==> src/rtl/rd_req_split.sv <==
// Splits DMA read-request heads into PCIe-legal AXIS read requests with one tag each.
// Latency: first sub-request valid one edge after the ISSUE entry, then 1 sub-request/cycle.
// Backpressure: tuser/tvalid held while !tready; ISSUE stalls on a busy output or an empty tag pool.
//
// Ports:
//   clk, rst                    clock, synchronous active-high reset
//   dma_rd_req_*                single-beat request head in (type, 64b address, 13b byte length)
//   axis_rd_req_*               header-only sub-request out (tag, address, DW length, byte enables)
//   tag_rls_valid / tag_rls     tag returned by the completion side
//   ctx_*                       per-tag context, strobed on each sub-request handshake
//   max_rd_req_sz               MRRS code, 0..5 = 128..4096 B, 6/7 clamp to 4096 B
module rd_req_split #(
  parameter int TAG_NUM = 32,
  parameter int TAG_W   = 5
) (
  input  logic              clk,
  input  logic              rst,
  input  logic              dma_rd_req_valid,
  input  logic [127:0]      dma_rd_req_head,
  output logic              dma_rd_req_ready,
  output logic              axis_rd_req_tvalid,
  output logic              axis_rd_req_tlast,
  output logic [127:0]      axis_rd_req_tuser,
  input  logic              axis_rd_req_tready,
  input  logic              tag_rls_valid,
  input  logic [TAG_W-1:0]  tag_rls,
  output logic              ctx_valid,
  output logic [TAG_W-1:0]  ctx_tag,
  output logic [12:0]       ctx_byte_len,
  output logic [6:0]        ctx_addr_lo,
  output logic              ctx_last,
  input  logic [2:0]        max_rd_req_sz
);

  typedef enum logic [1:0] {IDLE, ISSUE, DRAIN} state_t;

  state_t               state_q, state_d;
  logic [3:0]           type_q, type_d;
  logic [63:0]          addr_q, addr_d;
  logic [12:0]          rem_q, rem_d;
  logic [TAG_NUM-1:0]   busy_q, busy_d;
  logic                 rdy_q, rdy_d;
  logic                 vld_q, vld_d;
  logic [127:0]         user_q, user_d;
  logic [TAG_W-1:0]     ctag_q, ctag_d;
  logic [12:0]          clen_q, clen_d;
  logic [6:0]           calo_q, calo_d;
  logic                 clast_q, clast_d;

  logic                 hs;
  logic [2:0]           sz_eff;
  logic [12:0]          mrrs;
  logic [12:0]          room;
  logic [12:0]          chunk;
  logic [12:0]          dw_sum;
  logic [10:0]          dw_len;
  logic [1:0]           end_lo;
  logic [3:0]           fbe_raw, lbe_raw, fbe, lbe;
  logic                 free_any;
  logic [TAG_W-1:0]     free_idx;
  logic [7:0]           tag8;
  logic                 unused_bits;

  assign hs = vld_q & axis_rd_req_tready;

  // Next chunk: bounded by the bytes left and by the distance to the next
  // MRRS-aligned boundary (MRRS <= 4096, so 4KB is never crossed either).
  always_comb begin
    sz_eff  = (max_rd_req_sz > 3'd5) ? 3'd5 : max_rd_req_sz;
    mrrs    = 13'd128 << sz_eff;
    room    = mrrs - ({1'b0, addr_q[11:0]} & (mrrs - 13'd1));
    chunk   = (rem_q < room) ? rem_q : room;
    dw_sum  = 13'(addr_q[1:0]) + chunk + 13'd3;
    dw_len  = dw_sum[12:2];
    end_lo  = addr_q[1:0] + chunk[1:0] - 2'd1;
    fbe_raw = 4'hF << addr_q[1:0];
    lbe_raw = 4'hF >> (2'd3 - end_lo);
    // A single-DW request carries all its enables in the first BE field.
    if (dw_len == 11'd1) begin
      fbe = fbe_raw & lbe_raw;
      lbe = 4'h0;
    end else begin
      fbe = fbe_raw;
      lbe = lbe_raw;
    end
  end

  // Lowest-index free tag; scanning downward lets the lowest index win.
  always_comb begin
    free_any = 1'b0;
    free_idx = '0;
    for (int i = TAG_NUM - 1; i >= 0; i--) begin
      if (!busy_q[i]) begin
        free_any = 1'b1;
        free_idx = TAG_W'(i);
      end
    end
    tag8 = 8'(free_idx);
  end

  always_comb begin
    state_d = state_q;
    type_d  = type_q;
    addr_d  = addr_q;
    rem_d   = rem_q;
    busy_d  = busy_q;
    vld_d   = vld_q;
    user_d  = user_q;
    ctag_d  = ctag_q;
    clen_d  = clen_q;
    calo_d  = calo_q;
    clast_d = clast_q;

    // Release first so an allocation in the same cycle still marks its own tag busy.
    if (tag_rls_valid) begin
      busy_d[tag_rls] = 1'b0;
    end
    if (hs) begin
      vld_d = 1'b0;
    end

    case (state_q)
      IDLE: begin
        if (rdy_q && dma_rd_req_valid) begin
          type_d = dma_rd_req_head[99:96];
          addr_d = dma_rd_req_head[95:32];
          rem_d  = dma_rd_req_head[12:0];
          // Zero-length heads are consumed without issuing anything.
          if (dma_rd_req_head[12:0] != 13'd0) begin
            state_d = ISSUE;
          end
        end
      end
      ISSUE: begin
        if ((!vld_q || hs) && free_any) begin
          vld_d           = 1'b1;
          user_d          = '0;
          user_d[107:104] = type_q;
          user_d[103:96]  = tag8;
          user_d[95:32]   = addr_q;
          user_d[18:8]    = dw_len;
          user_d[7:4]     = fbe;
          user_d[3:0]     = lbe;
          ctag_d          = free_idx;
          clen_d          = chunk;
          calo_d          = addr_q[6:0];
          clast_d         = (chunk == rem_q);
          busy_d[free_idx] = 1'b1;
          addr_d          = addr_q + 64'(chunk);
          rem_d           = rem_q - chunk;
          if (chunk == rem_q) begin
            state_d = DRAIN;
          end
        end
      end
      DRAIN: begin
        if (hs) begin
          state_d = IDLE;
        end
      end
      default: state_d = IDLE;
    endcase

    // Registered ready keeps it low while reset is held.
    rdy_d = (state_d == IDLE);
  end

  always_ff @(posedge clk) begin
    if (rst) begin
      state_q <= IDLE;
      type_q  <= '0;
      addr_q  <= '0;
      rem_q   <= '0;
      busy_q  <= '0;
      rdy_q   <= 1'b0;
      vld_q   <= 1'b0;
      user_q  <= '0;
      ctag_q  <= '0;
      clen_q  <= '0;
      calo_q  <= '0;
      clast_q <= 1'b0;
    end else begin
      state_q <= state_d;
      type_q  <= type_d;
      addr_q  <= addr_d;
      rem_q   <= rem_d;
      busy_q  <= busy_d;
      rdy_q   <= rdy_d;
      vld_q   <= vld_d;
      user_q  <= user_d;
      ctag_q  <= ctag_d;
      clen_q  <= clen_d;
      calo_q  <= calo_d;
      clast_q <= clast_d;
    end
  end

  assign dma_rd_req_ready   = rdy_q;
  assign axis_rd_req_tvalid = vld_q;
  assign axis_rd_req_tlast  = 1'b1;
  assign axis_rd_req_tuser  = user_q;
  // Context is written exactly when the sub-request is handed downstream.
  assign ctx_valid          = hs;
  assign ctx_tag            = ctag_q;
  assign ctx_byte_len       = clen_q;
  assign ctx_addr_lo        = calo_q;
  assign ctx_last           = clast_q;

  assign unused_bits = ^{dma_rd_req_head[127:100], dma_rd_req_head[31:13], dw_sum[1:0]};

endmodule
==> config.mk <==
export PLATFORM = sky130hd
export DESIGN_NAME = rd_req_split
export DESIGN_NICKNAME = d
export VERILOG_FILES = /design/src/rtl/rd_req_split.sv
export SDC_FILE = /design/constraint.sdc
export NUM_CORES = 1
export LEC_CHECK = 0
export CAP_MARGIN = 5
export CORE_ASPECT_RATIO = 2
export CORE_MARGIN = 5
export CORE_UTILIZATION = 51
export CTS_CLUSTER_DIAMETER = 60
export DETAILED_ROUTE_END_ITERATION = 6
export PLACE_DENSITY = 0.84
export SYNTH_ARGS = -nofsm -noshare
export SYNTH_HDL_FRONTEND = slang
export SYNTH_SLANG_ARGS = --single-unit
==> constraint.sdc <==
create_clock -name clk -period 11.85 [get_ports clk]
set_clock_uncertainty 0.1 [all_clocks]
set_input_delay 2.9625 -clock clk [delete_from_list [all_inputs] [get_ports clk]]
set_output_delay 2.9625 -clock clk [all_outputs]
set_load 0.03 [all_outputs]
==> impl_metrics.tcl, run 1 <==
set metrics [dict create \
    status "finished, violations left" \
    failed_checks "DRC" \
    grt_max_degree 96 \
    tritoncts "done" \
    post-route-min-period_ns 10.68 \
    critical_path.max_fanout 22 \
    start_util_pct 51.3 \
    synthAdderAreaFrac_pct 5.07 \
    clock_latency_ns 0.54 \
    hp-class "reg2reg" \
    setup_tns_ns 0 \
    relSlewSlack_pct 35.2 \
    crit_buf_inv 6 \
    synth_top_area_cell "dfxtp_1" \
    finalHoldViolCount 0 \
    cts_num_sinks 223 \
    power_mw 2.43 \
    syn-cell-area_sq_mm 0.0128 \
    tightest_slew_ns 0.970 \
    vias 13100 \
    grtUsageTotal_pct 29.0 \
    yosys.area_share.xor_xnor_pct 3.02 \
    wl_microns 42400 \
    synth_flop_cell "dfxtp_1" \
    fin_crit_sh_pct 90.1 \
    cts_root_buffer "clkbuf_16" \
    firstDrtPassIters 7 \
    ant_nets 0 \
    synthSimpleGateAreaFrac_pct 24.6 \
    io_pins 299 \
    p_per_area_mw_per_mm2 155 \
    grt_setup_unrepaired "no" \
    nNetsFinal 2010 \
    hpwlAfterDp_microns 30500 \
    avgRoutedWirePerCell_microns 19.5 \
    p_leak_nw 5.67 \
    cts_resized 0 \
    rows 82 \
    drive_gt1_share_pct 4.96 \
    ys.warnings.count 0 \
    drcViolationCount 2 \
    required_ns 12.15 \
    grt_pass1_wl_microns 66500 \
    fin_cells 2172 \
    critical_path_class "in2reg" \
    slew_violations 0 \
    coreArea_sq_mm 0.0249 \
    syn_avg_cell_area_sq_um 7.62 \
    synth_compound_area_share_pct 23.7 \
    chipWidth_microns 122 \
    slowest_stage "o221ai_1" \
    vdd_drop_max_mv 0.133 \
    htreeDepth 1 \
    critPathArrivalTime_ns 10.98 \
    cpPeakStageDelay_ns 0.74 \
    synth_top_family_by_area "simple AND/OR/NAND/NOR gates" \
    post-place-cells 2131 \
    fmax_mhz 93.6 \
    setup_viol_count_final 0 \
    area_growth_pct 22.4 \
    netlist_instances 1676 \
    cts_buffers 22 \
    die_h_microns 234 \
    synth_common_cells "289 x nand2_1, 223 x dfxtp_1, 165 x a21oi_1" \
    path_clk_slew_ns 0.07 \
    synth_edf_count 0 \
    ctsHoldBuffers 0 \
    synthMuxAreaShare_pct 1.04 \
    io_buffers 214 \
    ys_seq_area_share_pct 34.9 \
    grt_pass1_vias 12900 \
    synth.area.top_cells "dfxtp_1 35%, nand2_1 8.5%, a21oi_1 6.5%, ha_1 4.6%, nor2_1 4.3%" \
    drtIter0Drc 997 \
    antenna_found_initial 1 \
    grt_overflow 0 \
    fp.dieArea_sq_mm 0.0285 \
    yosysTopAreaCellShare_pct 34.9 \
    cts_buffer_depth 3 \
    startpoint_type "input port" \
    synth_cell_types 75 \
    yosysMostFrequentCell "nand2_1" \
    post_cts_buffers 0 \
    place_congestion 0.953 \
    path_delay_family "compound AO/OA/AOI/OAI gates" \
    routed_via_density 6.02 \
    async_flop_share_pct 0 \
    maxCapViolations 0 \
    ys_seq_elements 223 \
    crit_path_end_kind "register" \
]
==> layer usage <==
metal  part of all wire (%)  vias to the layer above  global-route usage (%)
li1                       -                     6213                       -
met1                     34                     6073                    30.7
met2                     52                      618                    52.8
met3                    6.7                      172                    3.79
met4                    7.1                        0                    19.1
met5                      0                        -                       0
==> logic make-up (layout without fill, tap and decap cells) <==
| logic type | Yosys count | in the layout |
|---|---|---|
| AO/OA/AOI/OAI | 464 | 464 |
| XOR/XNOR | 44 | 44 |
| adder cells (fa/ha/maj) | 50 | 50 |
| buffers and inverters | 207 | 331 |
| flip-flops | 223 | 223 |
| multiplexers | 13 | 13 |
| other | 2 | 38 |
| AND/OR/NAND/NOR | 673 | 673 |
==> power by group <==
| group | switching (mW) | internal [mW] |
|---|---|---|
| clock network | 0.327 | 0.417 |
| registers | 0.0699 | 0.805 |
| logic | 0.502 | 0.310 |
| total | 0.899 | 1.53 |
==> through the flow <==
step | instance area, sq um | worst slack [ns] | hold WS, ns | utilization [%]
global placement | 14900 | 0.967 | 0.342 | 59.7
finish | 15600 | 1.17 | 0.352 | 62.7
CTS | 15600 | 1.21 | 0.356 | 62.7
floorplan | 12900 | 1.82 | 0.332 | -
global route | 15600 | 0.562 | 0.370 | 62.7
detailed placement | 14900 | 0.662 | 0.347 | 59.7
==> state kept, by name, indices dropped and copies added (netlist names) <==
signal / cells
busy_q: 32
axis_rd_req_tvalid: 1
dma_rd_req_ready: 1
ctx_byte_len: 13
type_q: 4
ctx_last: 1
addr_q: 64
rem_q: 13
state_q: 2
ctx_tag: 4
ctx_addr_lo: 6
axis_rd_req_tuser: 82
==> worst register-to-register path: cells and delay by family (launching register included) <==
kind                       cells  cell delay, ns
buffers and inverters          5            0.74
DFF                            1            0.63
and+or+nand+nor                4            0.84
adders and majority gates      3            0.91
xor gates and xnor gates       1            0.34
AOI/OAI and AO/OA             12            3.91
==> cell type report <==
class                      count  area (sq um)
clock inverter                11           139
multi-input combinational   1281          7490
sequential                   223          4460
clock buffer                  29           617
timing repair buffer         233          2290
antenna                        1          2.50
fill                        2197          9290
inverter                      58           218
tap                          336           420
==> worst paths after layout <==
kind | from | endpoint | slack, ns | depth (start not counted)
setup / recovery | max_rd_req_sz[1] | addr_q[16] | 1.17 | 29
hold / removal | axis_rd_req_tuser[51] | axis_rd_req_tuser[51] | 0.35 | 2
hold reg to reg | axis_rd_req_tuser[51] | axis_rd_req_tuser[51] | 0.35 | 2
setup reg to reg | addr_q[1] | addr_q[16] | 4.25 | 25
==> cells in the final DEF (no fill, tap or decap), drive strengths merged, types with 28 or more instances in the layout <==
master,instances
nand3,53
o21ai,58
clkbuf,29
conb,37
a211oi,36
a311oi,28
inv,58
clkdlybuf4s50,213
ha,47
o31ai,46
nor3,38
nand2,289
dfxtp,223
nor2,149
a21oi,165
(Power assumes the default switching activity.)
==> run 2, diff against run 1 <==
Settings changed: CAP_MARGIN 5 to 20.
==> results of run 2 <==
Same layout as run 1: the final DEF is identical, and so are final timing and power.
==> run 3, diff against run 2 <==
Settings changed: CELL_PAD_IN_SITES_DETAIL_PLACEMENT set to 1, CELL_PAD_IN_SITES_GLOBAL_PLACEMENT set to 1, CORE_UTILIZATION 51 to 37, PLACE_DENSITY 0.84 to 0.85.
==> run 3 against run 2 <==
The run now ends clean. Power rose by 0.40%. Combinational power grew 3.3%. Via count increased by 0.45%. Setup slack got worse by 0.39 ns. Worst hold slack better by 0.0019 ns. Critical path type unchanged. Largest cell class unchanged.
==> impl_metrics.tcl, run 3 (synthesis results as in run 1) <==
set metrics [dict create \
    grt_pass1_wl_microns 76600 \
    crit_buf_inv 6 \
    fin_crit_sh_pct 93.4 \
    path_delay_family "compound AO/OA/AOI/OAI gates" \
    fp.dieArea_sq_mm 0.0386 \
    path_clk_slew_ns 0.07 \
    io_pins 299 \
    drive_gt1_share_pct 4.95 \
    drtIter0Drc 573 \
    avgRoutedWirePerCell_microns 21.6 \
    cts_resized 0 \
    antenna_found_initial 1 \
    critPathArrivalTime_ns 11.36 \
    dpl_worst_slack_ns 0.145 \
    chipWidth_microns 141 \
    grt_max_degree 84 \
    slowest_stage "nor4_4" \
    hp-class "reg2reg" \
    grt_overflow 0 \
    setup_tns_ns 0 \
    critical_path.max_fanout 8 \
    coreArea_sq_mm 0.0342 \
    cts_buffer_depth 3 \
    nNetsFinal 2012 \
    rows 96 \
    die_h_microns 273 \
    vdd_drop_max_mv 0.104 \
    drcViolationCount 0 \
    finalHoldViolCount 0 \
    fmax_mhz 90.3 \
    whs_ns 0.354 \
    area_growth_pct 23.3 \
    p_per_area_mw_per_mm2 155 \
    largest_reg_flops 82 \
    htreeDepth 1 \
    wl_microns 49300 \
    post-route-util_pct 46.0 \
    crit_path_end_kind "register" \
    maxCapViolations 0 \
    tritoncts "done" \
    placed_area_sq_mm 0.0150 \
    status "finished clean" \
    tightest_slew_ns 0.904 \
    regArea_sq_mm 0.00446 \
    post-route-min-period_ns 11.07 \
    cts_buffers 23 \
    grt_setup_unrepaired "no" \
    cpPeakStageDelay_ns 0.58 \
    relSlewSlack_pct 39.8 \
    firstDrtPassIters 5 \
    place_congestion 0.916 \
    post_cts_buffers 0 \
    final_cell_mix "287 x nand2_1, 223 x dfxtp_1, 213 x clkdlybuf4s50_1" \
    io_buffers 214 \
    p_leak_nw 5.67 \
    ant_nets 0 \
    timing.critical_path.mode_cell "ha_1" \
    start_util_pct 37.3 \
    vias 13100 \
    worst_slack_ns 0.776 \
    routed_via_density 5.76 \
    cts_num_sinks 223 \
    setup_viol_count_final 0 \
    clock_latency_ns 0.54 \
    grt_pass1_vias 14300 \
    fin_area_sq_mm 0.0158 \
    cts_root_buffer "clkbuf_16" \
    layout_commonest_cell "nand2_1" \
    grtUsageTotal_pct 24.7 \
    critical_path_class "in2reg" \
    ctsHoldBuffers 0 \
    slew_violations 0 \
    hpwlAfterDp_microns 36700 \
    fillers 4211 \
    startpoint_type "input port" \
    multi_input_area_sq_mm 0.00750 \
    required_ns 12.14 \
]
[run 3: changes by cell type in the layout (fill, tap and decap cells not counted), sizes merged]
cell / delta
bufinv: -1
clkinv: -2
clkbuf: +3
inv: +2
buf: +1
clkinvlp: -1
[run 3: power by group]
part / leakage, nW / internal, mW / switching (mW)
sequential: 1.81 / 0.805 / 0.0726
clock: 0.349 / 0.396 / 0.328
combinational: 3.50 / 0.309 / 0.530
total: 5.67 / 1.51 / 0.930
[run 3: worst register-to-register path, stage by stage (launching register included)]
cell      delay, ns
dfxtp_1        0.45
inv_1          0.17
ha_1           0.46
a311oi_1       0.21
o211a_1        0.27
nor3_1         0.23
xor2_1         0.30
inv_1          0.08
ha_1           0.23
a211oi_1       0.22
a21oi_1        0.14
and4_1         0.24
a21oi_1        0.47
buf_4          0.24
nor2_1         0.04
a21oi_1        0.52
ha_1           0.38
inv_1          0.08
ha_1           0.21
fa_1           0.41
inv_1          0.14
nor4_1         0.38
mux2i_1        0.29
a211o_1        0.41
nor3b_1        0.27
o31ai_2        0.13
nor4_4         0.58
a31oi_1        0.17
[run 3: layout make-up]
type                    instances  share of cell area, %
flip-flops and latches        223                   28.3
clock buffers                  32                   4.00
well taps                     441                   3.50
diodes                          1                 0.0159
clock inverters                 9                  0.556
multi-input cells            1281                   47.6
repair buffers                234                   14.6
inverters                      58                   1.38
[run 3: final timing paths]
kind                                 to  cells after the start  slack (ns)                  start
setup / recovery   axis_rd_req_tuser[7]                     31        0.78       max_rd_req_sz[2]
hold / removal    axis_rd_req_tuser[10]                      2        0.35  axis_rd_req_tuser[10]
setup reg to reg   axis_rd_req_tuser[7]                     27        3.90              addr_q[0]
hold reg to reg   axis_rd_req_tuser[10]                      2        0.35  axis_rd_req_tuser[10]
[run 3: through the flow]
step | std cells | total power [mW]
final | 2279 | 2.44
after floorplan | 1711 | 1.45
after detailed placement | 2237 | 1.72
after global placement | 2237 | 1.68
after CTS | 2278 | 2.45
after global routing | 2279 | 2.57
[run 3: routing by layer]
layer  up-vias  part of all wire (%)  global-route usage, %
met4         0                   6.9                   15.2
met5         -                     0                      0
met3       149                   3.4                   2.24
li1       6206                     -                      -
met1      6411                    35                   24.3
met2       369                    55                   48.3
